File: src/rtl/dac_i2s_tdm.sv
// dac_i2s_tdm: multi-channel I2S / left- / right-justified DAC serialiser with frame FIFO.
// BCLK is external and asynchronous; it is synchronised into CLK and its falling edges
// ("ticks") step the frame position. Outputs update on the CLK cycle after each tick.
// Optional build macro DAC_I2S_TDM_HOLD_LAST_EN: on underrun repeat the last frame
// instead of emitting silence.
`timescale 1ns / 1ps

module dac_i2s_tdm #(
    parameter int unsigned SAMPLE_WIDTH = 16,
    parameter int unsigned SLOT_WIDTH   = 32,
    parameter int unsigned CHANNELS     = 2,
    parameter int unsigned FIFO_DEPTH   = 4
) (
    input  logic                               CLK,
    input  logic                               RESET_n,
    input  logic                               ENABLE,
    input  logic [1:0]                         MODE,
    input  logic                               IN_VALID,
    output logic                               IN_READY,
    input  logic [CHANNELS*SAMPLE_WIDTH-1:0]   IN_DATA,
    output logic [$clog2(FIFO_DEPTH):0]        FIFO_LEVEL,
    output logic                               UNDERRUN,
    input  logic                               BCLK,
    output logic                               LRCLK,
    output logic                               DIN
);

    localparam int unsigned FW  = CHANNELS * SAMPLE_WIDTH;
    localparam int unsigned AW  = $clog2(FIFO_DEPTH);
    localparam int unsigned SW  = $clog2(CHANNELS);
    localparam int unsigned BW  = $clog2(SLOT_WIDTH);
    localparam int unsigned PAD = SLOT_WIDTH - SAMPLE_WIDTH;

    localparam logic [1:0] MODE_LJ = 2'd1;
    localparam logic [1:0] MODE_RJ = 2'd2;

    localparam logic [AW:0]   DEPTH_L   = (AW + 1)'(FIFO_DEPTH);
    localparam logic [BW-1:0] SLOT_LAST = BW'(SLOT_WIDTH - 1);
    localparam logic [SW-1:0] CH_LAST   = SW'(CHANNELS - 1);
    localparam logic [SW-1:0] CH_HALF   = SW'(CHANNELS / 2);

    if (SAMPLE_WIDTH > SLOT_WIDTH) begin : g_bad_sample
        $error("SAMPLE_WIDTH must not exceed SLOT_WIDTH");
    end
    if (SLOT_WIDTH < 16) begin : g_bad_slot
        $error("SLOT_WIDTH must be at least 16");
    end
    if ((CHANNELS < 2) || (CHANNELS % 2 != 0)) begin : g_bad_ch
        $error("CHANNELS must be even and at least 2");
    end
    if ((FIFO_DEPTH < 2) || ((FIFO_DEPTH & (FIFO_DEPTH - 1)) != 0)) begin : g_bad_depth
        $error("FIFO_DEPTH must be a power of 2 and at least 2");
    end

    // ---------------------------------------------------------------- BCLK sync
    logic bclk_s1_q, bclk_s2_q, bclk_s3_q;
    logic tick;

    // Two-FF synchroniser plus one delay stage for falling-edge detection.
    always_ff @(posedge CLK) begin
        if (!RESET_n) begin
            bclk_s1_q <= 1'b0;
            bclk_s2_q <= 1'b0;
            bclk_s3_q <= 1'b0;
        end else begin
            bclk_s1_q <= BCLK;
            bclk_s2_q <= bclk_s1_q;
            bclk_s3_q <= bclk_s2_q;
        end
    end

    assign tick = bclk_s3_q & ~bclk_s2_q;

    // ---------------------------------------------------------------- FIFO
    logic [FW-1:0] mem_q [FIFO_DEPTH];
    logic [AW-1:0] wr_ptr_q, rd_ptr_q;
    logic [AW:0]   level_q, level_d;
    logic          in_ready_q;
    logic          wr_en, rd_en, fifo_empty, fetch;

    assign wr_en      = IN_VALID & in_ready_q;
    assign fifo_empty = (level_q == '0);
    assign rd_en      = fetch & ~fifo_empty;

    // Level tracks writes and fetches; a simultaneous write and read leaves it unchanged.
    always_comb begin
        level_d = level_q;
        if (wr_en && !rd_en) begin
            level_d = level_q + 1'b1;
        end else if (!wr_en && rd_en) begin
            level_d = level_q - 1'b1;
        end
    end

    // Storage array; no reset needed since the pointers define what is valid.
    always_ff @(posedge CLK) begin
        if (wr_en) begin
            mem_q[wr_ptr_q] <= IN_DATA;
        end
    end

    // Pointers, level and a registered ready that is held low during reset.
    always_ff @(posedge CLK) begin
        if (!RESET_n) begin
            wr_ptr_q   <= '0;
            rd_ptr_q   <= '0;
            level_q    <= '0;
            in_ready_q <= 1'b0;
        end else begin
            if (wr_en) wr_ptr_q <= wr_ptr_q + 1'b1;
            if (rd_en) rd_ptr_q <= rd_ptr_q + 1'b1;
            level_q    <= level_d;
            in_ready_q <= (level_d != DEPTH_L);
        end
    end

    // ---------------------------------------------------------------- serialiser
    logic [SW-1:0]           slot_q, s;
    logic [BW-1:0]           bit_q, b;
    logic [1:0]              mode_q, mode_cur;
    logic                    first_q;
    logic [FW-1:0]           frame_q, frame_d, frame_sh;
    logic [SAMPLE_WIDTH-1:0] sample, sample_sh;
    logic [31:0]             b_int;
    logic                    lrclk_q, din_q, underrun_q;
    logic                    step, p_zero, p_one, is_i2s, is_rj, data_bit, lrclk_d;

    assign step     = tick & ENABLE;
    assign p_zero   = (slot_q == '0) && (bit_q == '0);
    assign p_one    = (slot_q == '0) && (bit_q == BW'(1));
    // MODE is only sampled at p = 0; elsewhere the latched copy applies.
    assign mode_cur = p_zero ? MODE : mode_q;
    assign is_rj    = (mode_cur == MODE_RJ);
    assign is_i2s   = (mode_cur != MODE_LJ) && !is_rj;
    assign fetch    = step & (is_i2s ? p_one : p_zero);
    assign lrclk_d  = (slot_q >= CH_HALF);

    // Slot/bit of the data being sent: I2S lags the position by one BCLK.
    always_comb begin
        s = slot_q;
        b = bit_q;
        if (is_i2s) begin
            if (bit_q == '0) begin
                b = SLOT_LAST;
                s = (slot_q == '0) ? CH_LAST : slot_q - 1'b1;
            end else begin
                b = bit_q - 1'b1;
            end
        end
    end

    // Frame register next state: load the FIFO head at the fetch point, else handle underrun.
    always_comb begin
        frame_d = frame_q;
        if (fetch) begin
            if (!fifo_empty) begin
                frame_d = mem_q[rd_ptr_q];
            end else begin
`ifdef DAC_I2S_TDM_HOLD_LAST_EN
                frame_d = frame_q;
`else
                frame_d = '0;
`endif
            end
        end
    end

    // Bit selection from the (possibly just-fetched) frame.
    always_comb begin
        frame_sh  = frame_d >> (32'(s) * SAMPLE_WIDTH);
        sample    = frame_sh[SAMPLE_WIDTH-1:0];
        b_int     = 32'(b);
        sample_sh = '0;
        data_bit  = 1'b0;
        if (is_rj) begin
            if (b_int >= PAD) begin
                sample_sh = sample >> (SAMPLE_WIDTH - 1 - (b_int - PAD));
                data_bit  = sample_sh[0];
            end else begin
                data_bit = sample[SAMPLE_WIDTH-1];
            end
        end else if (b_int < SAMPLE_WIDTH) begin
            sample_sh = sample >> (SAMPLE_WIDTH - 1 - b_int);
            data_bit  = sample_sh[0];
        end
        // No previous frame exists for the I2S boundary bit right after enabling.
        if (is_i2s && p_zero && first_q) begin
            data_bit = 1'b0;
        end
    end

    // Position counters, latched mode, frame register and output pins.
    always_ff @(posedge CLK) begin
        if (!RESET_n) begin
            slot_q     <= '0;
            bit_q      <= '0;
            mode_q     <= '0;
            first_q    <= 1'b1;
            frame_q    <= '0;
            lrclk_q    <= 1'b0;
            din_q      <= 1'b0;
            underrun_q <= 1'b0;
        end else begin
            underrun_q <= fetch & fifo_empty;
            frame_q    <= frame_d;
            if (!ENABLE) begin
                slot_q  <= '0;
                bit_q   <= '0;
                lrclk_q <= 1'b0;
                din_q   <= 1'b0;
                first_q <= 1'b1;
            end else if (tick) begin
                lrclk_q <= lrclk_d;
                din_q   <= data_bit;
                first_q <= 1'b0;
                if (p_zero) mode_q <= MODE;
                if (bit_q == SLOT_LAST) begin
                    bit_q  <= '0;
                    slot_q <= (slot_q == CH_LAST) ? '0 : slot_q + 1'b1;
                end else begin
                    bit_q <= bit_q + 1'b1;
                end
            end
        end
    end

    assign IN_READY   = in_ready_q;
    assign FIFO_LEVEL = level_q;
    assign UNDERRUN   = underrun_q;
    assign LRCLK      = lrclk_q;
    assign DIN        = din_q;

endmodule

File: config.mk
export PLATFORM = sky130hd
export DESIGN_NAME = dac_i2s_tdm
export DESIGN_NICKNAME = d
export VERILOG_FILES = /design/src/rtl/dac_i2s_tdm.sv
export SDC_FILE = /design/constraint.sdc
export NUM_CORES = 1
export LEC_CHECK = 0
export CORE_MARGIN = 10
export CORE_UTILIZATION = 45
export DETAILED_ROUTE_END_ITERATION = 6
export SLEW_MARGIN = 20
export SYNTH_ARGS = -nofsm -noshare
export SYNTH_HDL_FRONTEND = slang
export SYNTH_SLANG_ARGS = --single-unit
File: constraint.sdc
create_clock -name CLK -period 5.54 [get_ports CLK]
set_input_delay 1.108 -clock CLK [delete_from_list [all_inputs] [get_ports CLK]]
set_output_delay 1.108 -clock CLK [all_outputs]
set_load 0.01 [all_outputs]
==> metrics.md, run 1 <==
| Metric | Value |
|---|---|
| Layout cells sized above 1 | 11.83% |
| Yosys top cell by area | edfxtp_1 |
| I/O pin cnt | 46 |
| Post-synth top area share | 46.48% |
| CTS buffer count | 17 |
| RSZ-0062 raised after global routing | false |
| Clock power share | 35.7% |
| Minimum clock period | 4554 ps |
| Grt ovf | 0 |
| Global-route wire length before repair | 28.39 mm |
| Min-Delay Path Class | reg2reg |
| Starting Density | 45.88% |
| Drc violations | 0 |
| RD Place Congestion | 0.9306 |
| Area of the core | 18,020 um^2 |
| Drt via density | 5.607 |
| CTS tree | yes |
| Crit path DAT | 4870 ps |
| CTS clk-pin slew, worst paths | 60 ps |
| Top-count cell post-synth | edfxtp_1 |
| M1 GR Usage | 18.46% |
| Flip-flop and latch count after synthesis | 185 |
| Cells after Synth | 667 |
| Vias in the first global route | 5,344 |
| Leakage | 3.124 nW |
| Pin count of the biggest net entering global routing | 40 |
| Clock Sinks | 185 |
| # setup viols final | 0 |
| Clk_skew | 8.867 ps |
| Status | finished, final reports clean |
| FP Rows | 49 |
| Busiest grt layer | met2 |
| PD cells | 355.4 nW/um^2 |
| Flop pwr share | 48.2% |
| CP Launch Type | flop |
| Crit end category | flop |
| Die width | 155.6 um |
| Routed WL | 17.73 mm |
| Clk root buf | clkbuf_16 |
| Final #Nets | 752 |
| Global routing usage on met2 | 24.32% |
| Max Cap Viol | 0 |
| Slew at the pin closest to its max-slew limit | 691.7 ps |
| Post-synth top cells | edfxtp_1, nor2_1, dfxtp_1 |
| R2R depth | 14 |
| ANT cells | 0 |
| # fillers | 1,549 |
| Max Slew Vio Count | 0 |
| Reg2reg start | bit_q[1] |
| Psw | 0.0008680 W |
| Hold EP | bclk_s2_q |
| Detailed Place HPWL | 11.53 mm |
| Drt wl/cell | 18.88 um |
| Synth unique cells | 64 |
| Overall power | 0.003349 W |
| Syn_nets | 720 |
| Critical Path RT | 5850 ps |
| Max-Slew Margin vs Limit | 53.67% |
| Clock buffer depth | 2 |
| Drt pass-1 iters | 5 |
| Placed cell area | 8842 um^2 |
| Multi-input combinational cell area | 2992 um^2 |
| R2r setup slk | 990 ps |
| Initial antenna violation count | 0 |
| Most used flip-flop cell after synthesis | edfxtp_1 |
| Reg area | 4989 um^2 |
| Final Hold Fails | 0 |
| I/O Buffers | 45 |
| Met3 usage | 4.246% |
| Cts hold-fix bufs | 0 |
| Cts repair resizes | 0 |
| Die Area | 24,200 um^2 |
| Internal power | 0.002481 W |
| H-tree depth | 4 |
| Crit-path max FO | 17 |
| Post-synthesis sequential area ratio | 60.27% |
| EDFF count, synth | 128 |
| Overall Global Routing Usage | 15.01% |
| R2R Path End | DIN |
| Mean Syn Cell Area | 12.40 um^2 |
| Post-route design area | 9423 um^2 |
| Worst setup path category | reg2reg |
| Drt first-iter violations | 402 |
| Setup_tns | 0 ps |
| WHS Path Cells | 1 |
| Async SR Flop Fraction | 0% |
| Maximum vdd drop | 0.2222 mV |
| Synthesis Warnings | 0 |
| Top cells by area, synth | edfxtp_1, dfxtp_1, mux2i_1 |
| Maximum clock frequency | 219.6 MHz |
| Antenna viol nets, final | 0 |
| Number of setup buffers added after CTS | 0 |
| Clock Latency Late Sink | 430 ps |
| P&R area growth vs syn | 13.93% |
| Fin crit share | 82.20% |
| DR vias | 5,265 |
| Switching Fraction | 25.92% |
| Comb pwr share | 16.2% |
| Die Ht | 155.6 um |
| Hold Crit Start | bclk_s1_q |
| Post-Syn Area | 8270 um^2 |
-- power groups by stage --
| stage | clock network [W] | registers, W | logic [W] |
|---|---|---|---|
| 6_report | 0.00119 | 0.00161 | 0.000541 |
| 5_1_grt | 0.00129 | 0.00162 | 0.000594 |
| 4_1_cts | 0.00122 | 0.00161 | 0.000546 |
| 3_5_place_dp | 0 | 0.00164 | 0.000542 |
| 3_3_place_gp | 0 | 0.00164 | 0.000536 |
| 2_1_floorplan | 0 | 0.00164 | 0.000364 |
-- worst max-delay path: stages (launching register included) --
cell       delay (ps)
dfxtp_1           380
inv_1             160
ha_1              220
nor4b_4           280
ha_1              340
mux2_2            380
ha_1              480
nor3b_4           280
a32oi_1           150
nor2_2            560
o21ai_0           280
a211o_1           310
or4_1             390
o2111ai_1         120
nand3_1            90
-- worst max-delay path by stage --
stage               startpoint  cells after the start  end
finish                bit_q[1]                     14  DIN
global route          bit_q[1]                     14  DIN
detailed placement     MODE[1]                     11  DIN
floorplan             bit_q[0]                     16  DIN
global placement       MODE[1]                     11  DIN
CTS                   bit_q[0]                     14  DIN
-- cells by family (layout without fill, tap and decap cells) --
group,count (synthesis),count (layout),share of synthesized area (%)
simple gates,213,213,12.06
flops,185,185,60.27
compound gates,103,103,8.911
mux,89,89,12.04
buf+inv,54,97,3.616
fa+ha+maj,16,16,2.360
xor+xnor,7,7,0.7413
-- layer usage --
layer | part of all wire [%] | up-vias
met3 | 5.4 | 28
li1 | - | 2538
met1 | 44 | 2557
met4 | 2.0 | 0
met2 | 49 | 142
met5 | 0 | -
-- per-stage QoR --
step	utilization [%]	setup slack (ps)	hold WS [ps]	std cells
global placement	49.06	1064	423.7	909
detailed placement	49.06	972.6	432.5	909
floorplan	-	1793	411.8	667
finish	52.28	986.3	440.9	939
global route	52.28	656.9	460.1	939
CTS	52.26	1053	446.1	939
-- state kept, by name (all words and copies together), names as in the netlist, 2 cells and up, named ones only --
register,count
mem_q,128
frame_q,32
bit_q,5
FIFO_LEVEL,3
mode_q,2
rd_ptr_q,2
wr_ptr_q,2
-- cell usage in the layout, fill, tap and decap left out, types with 4 or more instances in the layout --
cell type          n
buf_4             12
ha_1              14
clkdlybuf4s50_1   45
o21ai_0           11
and3_1             7
mux4_2             4
xnor2_1            6
dfxtp_1           56
nor3_1            42
nor2_1            92
o221ai_1           6
nand2_1           36
a211oi_1          28
mux2_2            27
and2_1             6
inv_1             10
edfxtp_1         128
o22ai_1           10
mux2i_1           56
inv_6              4
clkbuf_16         17
a21oi_1           15
nand3_1            5
-- cell type report --
cell class | instances | share of cell area [%]
inverter | 10 | 0.3984
tap | 229 | 3.041
clock inverter | 11 | 1.540
timing repair buffer | 57 | 5.736
clock buffer | 19 | 4.594
multi-input combinational | 428 | 31.75
sequential | 185 | 52.94
Power figures use the tool's default switching activity.
==> run 2, diff against run 1 <==
clock period = 4.7 ns   (was 5.54 ns; I/O delays follow)
==> run 2 against run 1 <==
Compared with the run above: sequential cell count stayed put; clock power grew 31%; combinational power rose by 18%; sequential share of layout area down 0.67 points; worst hold slack got worse by 2.3 ps; global-route usage grew 0.22 points; largest cell class unchanged.
==> metrics.md, run 2 (synthesis gave the netlist of run 1 again) <==
| Metric | Value |
|---|---|
| Max Cap Viol | 0 (unchanged) |
| Crit end category | flop (unchanged) |
| DR vias | 5,306 (was 5,265) |
| Clk_skew | 13.57 ps (was 8.867 ps) |
| Internal power | 0.003056 W (was 0.002481 W) |
| Reg area | 4989 um^2 (unchanged) |
| Status | finished, final reports clean (unchanged) |
| Maximum vdd drop | 0.2734 mV (was 0.2222 mV) |
| H-tree depth | 4 (unchanged) |
| FP Rows | 49 (unchanged) |
| Initial antenna violation count | 0 (unchanged) |
| CTS clk-pin slew, worst paths | 70 ps (was 60 ps) |
| Switching Fraction | 25.53% (was 25.92%) |
| I/O Buffers | 45 (unchanged) |
| P&R area growth vs syn | 15.39% (was 13.93%) |
| Final #Nets | 758 (was 752) |
| Vias in the first global route | 5,455 (was 5,344) |
| Commonest cells after routing, fill and taps aside | edfxtp_1, nor2_1, dfxtp_1, mux2i_1, clkdlybuf4s50_1 (unchanged) |
| Clock buffer depth | 2 (unchanged) |
| Drt pass-1 iters | 4 (was 5) |
| Layout cells sized above 1 | 13.23% (was 11.83%) |
| Clock Sinks | 185 (unchanged) |
| Setup_tns | 0 ps (unchanged) |
| Cts hold-fix bufs | 0 (unchanged) |
| Area of the core | 18,020 um^2 (unchanged) |
| Number of setup buffers added after CTS | 0 (unchanged) |
| PD cells | 430.0 nW/um^2 (was 355.4 nW/um^2) |
| Most common cell after layout, fill and taps aside | edfxtp_1 (unchanged) |
| ANT cells | 0 (unchanged) |
| Comb pwr share | 15.6% (was 16.2%) |
| Max-Slew Margin vs Limit | 38.96% (was 53.67%) |
| Critical Path RT | 5010 ps (was 5850 ps) |
| Final hold slack | 438.6 ps (was 440.9 ps) |
| Final Hold Fails | 0 (unchanged) |
| Drc violations | 0 (unchanged) |
| Max FFs per register | 128 (unchanged) |
| Leakage | 3.183 nW (was 3.124 nW) |
| Die Area | 24,200 um^2 (unchanged) |
| Overall Global Routing Usage | 15.24% (was 15.01%) |
| Starting Density | 45.88% (unchanged) |
| Crit path DAT | 4690 ps (was 4870 ps) |
| CTS buffer count | 17 (unchanged) |
| Flop pwr share | 46.4% (was 48.2%) |
| Drt wl/cell | 19.06 um (was 18.88 um) |
| RD Place Congestion | 0.8681 (was 0.9306) |
| Slew at the pin closest to its max-slew limit | 915.5 ps (was 691.7 ps) |
| Die Ht | 155.6 um (unchanged) |
| CP Launch Type | flop (unchanged) |
| Grt ovf | 0 (unchanged) |
| Most flops, register | mem_q (unchanged) |
| I/O pin cnt | 46 (unchanged) |
| Global-route wire length before repair | 29.23 mm (was 28.39 mm) |
| Detailed Place HPWL | 11.82 mm (was 11.53 mm) |
| Drt via density | 5.603 (was 5.607) |
| Clk root buf | clkbuf_16 (unchanged) |
| Clock Latency Late Sink | 440 ps (was 430 ps) |
| Max Slew Vio Count | 0 (unchanged) |
| Routed WL | 18.05 mm (was 17.73 mm) |
| # setup viols final | 0 (unchanged) |
| Worst setup path category | reg2reg (unchanged) |
| Drt first-iter violations | 362 (was 402) |
| Min-Delay Path Class | reg2reg (unchanged) |
| Minimum clock period | 4378 ps (was 4554 ps) |
| Crit-path max FO | 22 (was 17) |
| # fillers | 1,549 (unchanged) |
| CTS tree | yes (unchanged) |
| Antenna viol nets, final | 0 (unchanged) |
| Die width | 155.6 um (unchanged) |
| Pin count of the biggest net entering global routing | 56 (was 40) |
| Largest regs | mem_q x128, frame_q x32, bit_q x5 (unchanged) |
| Clock power share | 38.0% (was 35.7%) |
| Maximum clock frequency | 228.4 MHz (was 219.6 MHz) |
| Fin crit share | 93.15% (was 82.20%) |
| RSZ-0062 raised after global routing | false (unchanged) |
| Psw | 0.001047 W (was 0.0008680 W) |
| Multi-input combinational cell area | 2997 um^2 (was 2992 um^2) |
-- run 2: cell type report --
cell class                 instances  area share [%]
timing repair buffer              63           6.136
clock buffer                      19           4.537
clock inverter                    13           2.255
inverter                          10          0.3933
sequential                       185           52.27
tap                              229           3.002
multi-input combinational        428           31.40
-- run 2: repair_timing --
item | in CTS | in global routing
endpoints found under the setup margin | 0 | 2
gates resized for setup | 0 | 2
hold endpoints to repair | 0 | 0
-- run 2: power groups by stage --
stage               logic, W  clock network [W]  registers [W]
floorplan           0.000429                  0        0.00193
global placement    0.000636                  0        0.00193
detailed placement  0.000646                  0        0.00194
CTS                 0.000650            0.00159        0.00190
global route        0.000713            0.00165        0.00191
finish              0.000641            0.00156        0.00190
-- run 2: final timing paths --
path / depth (start not counted) / start / slack (ps) / endpoint
min reg2reg: 1 / bclk_s1_q / 440 / bclk_s2_q
min: 1 / bclk_s1_q / 440 / bclk_s2_q
max: 15 / bit_q[0] / 320 / DIN
max reg2reg: 15 / bit_q[0] / 320 / DIN
-- run 2: worst max-delay path, stage by stage, from the launching register on --
cell       delay, ps
dfxtp_1          410
inv_1            150
ha_1             200
nor4b_4          270
ha_1             330
mux2_2           380
ha_1             490
and2_1           240
or2_4            340
buf_4            310
mux4_1           320
a2111o_1         410
nor2_1           160
a211oi_1          70
o2111ai_1         90
nand3_1           90
-- run 2: stage by stage --
stage / power [W] / cells / util (%) / worst slack, ps / area, um^2
4_1_cts: 0.004142 / 947 / 52.90 / 289.8 / 9535
3_5_place_dp: 0.002584 / 915 / 49.31 / 292.7 / 8887
3_3_place_gp: 0.002569 / 915 / 49.31 / 384.6 / 8887
5_1_grt: 0.004280 / 947 / 52.94 / 14.49 / 9543
2_1_floorplan: 0.002362 / 667 / - / 953.3 / 8270
6_report: 0.004103 / 947 / 52.94 / 322.1 / 9543
-- run 2: metal layers --
metal  vias up  global-route usage, %  share of wire [%]
met4         0                  6.016                2.1
met1      2613                  19.21                 45
met5         -                      0                  0
met2       113                  24.81                 49
li1       2561                      -                  -
met3        19                  3.612                4.6
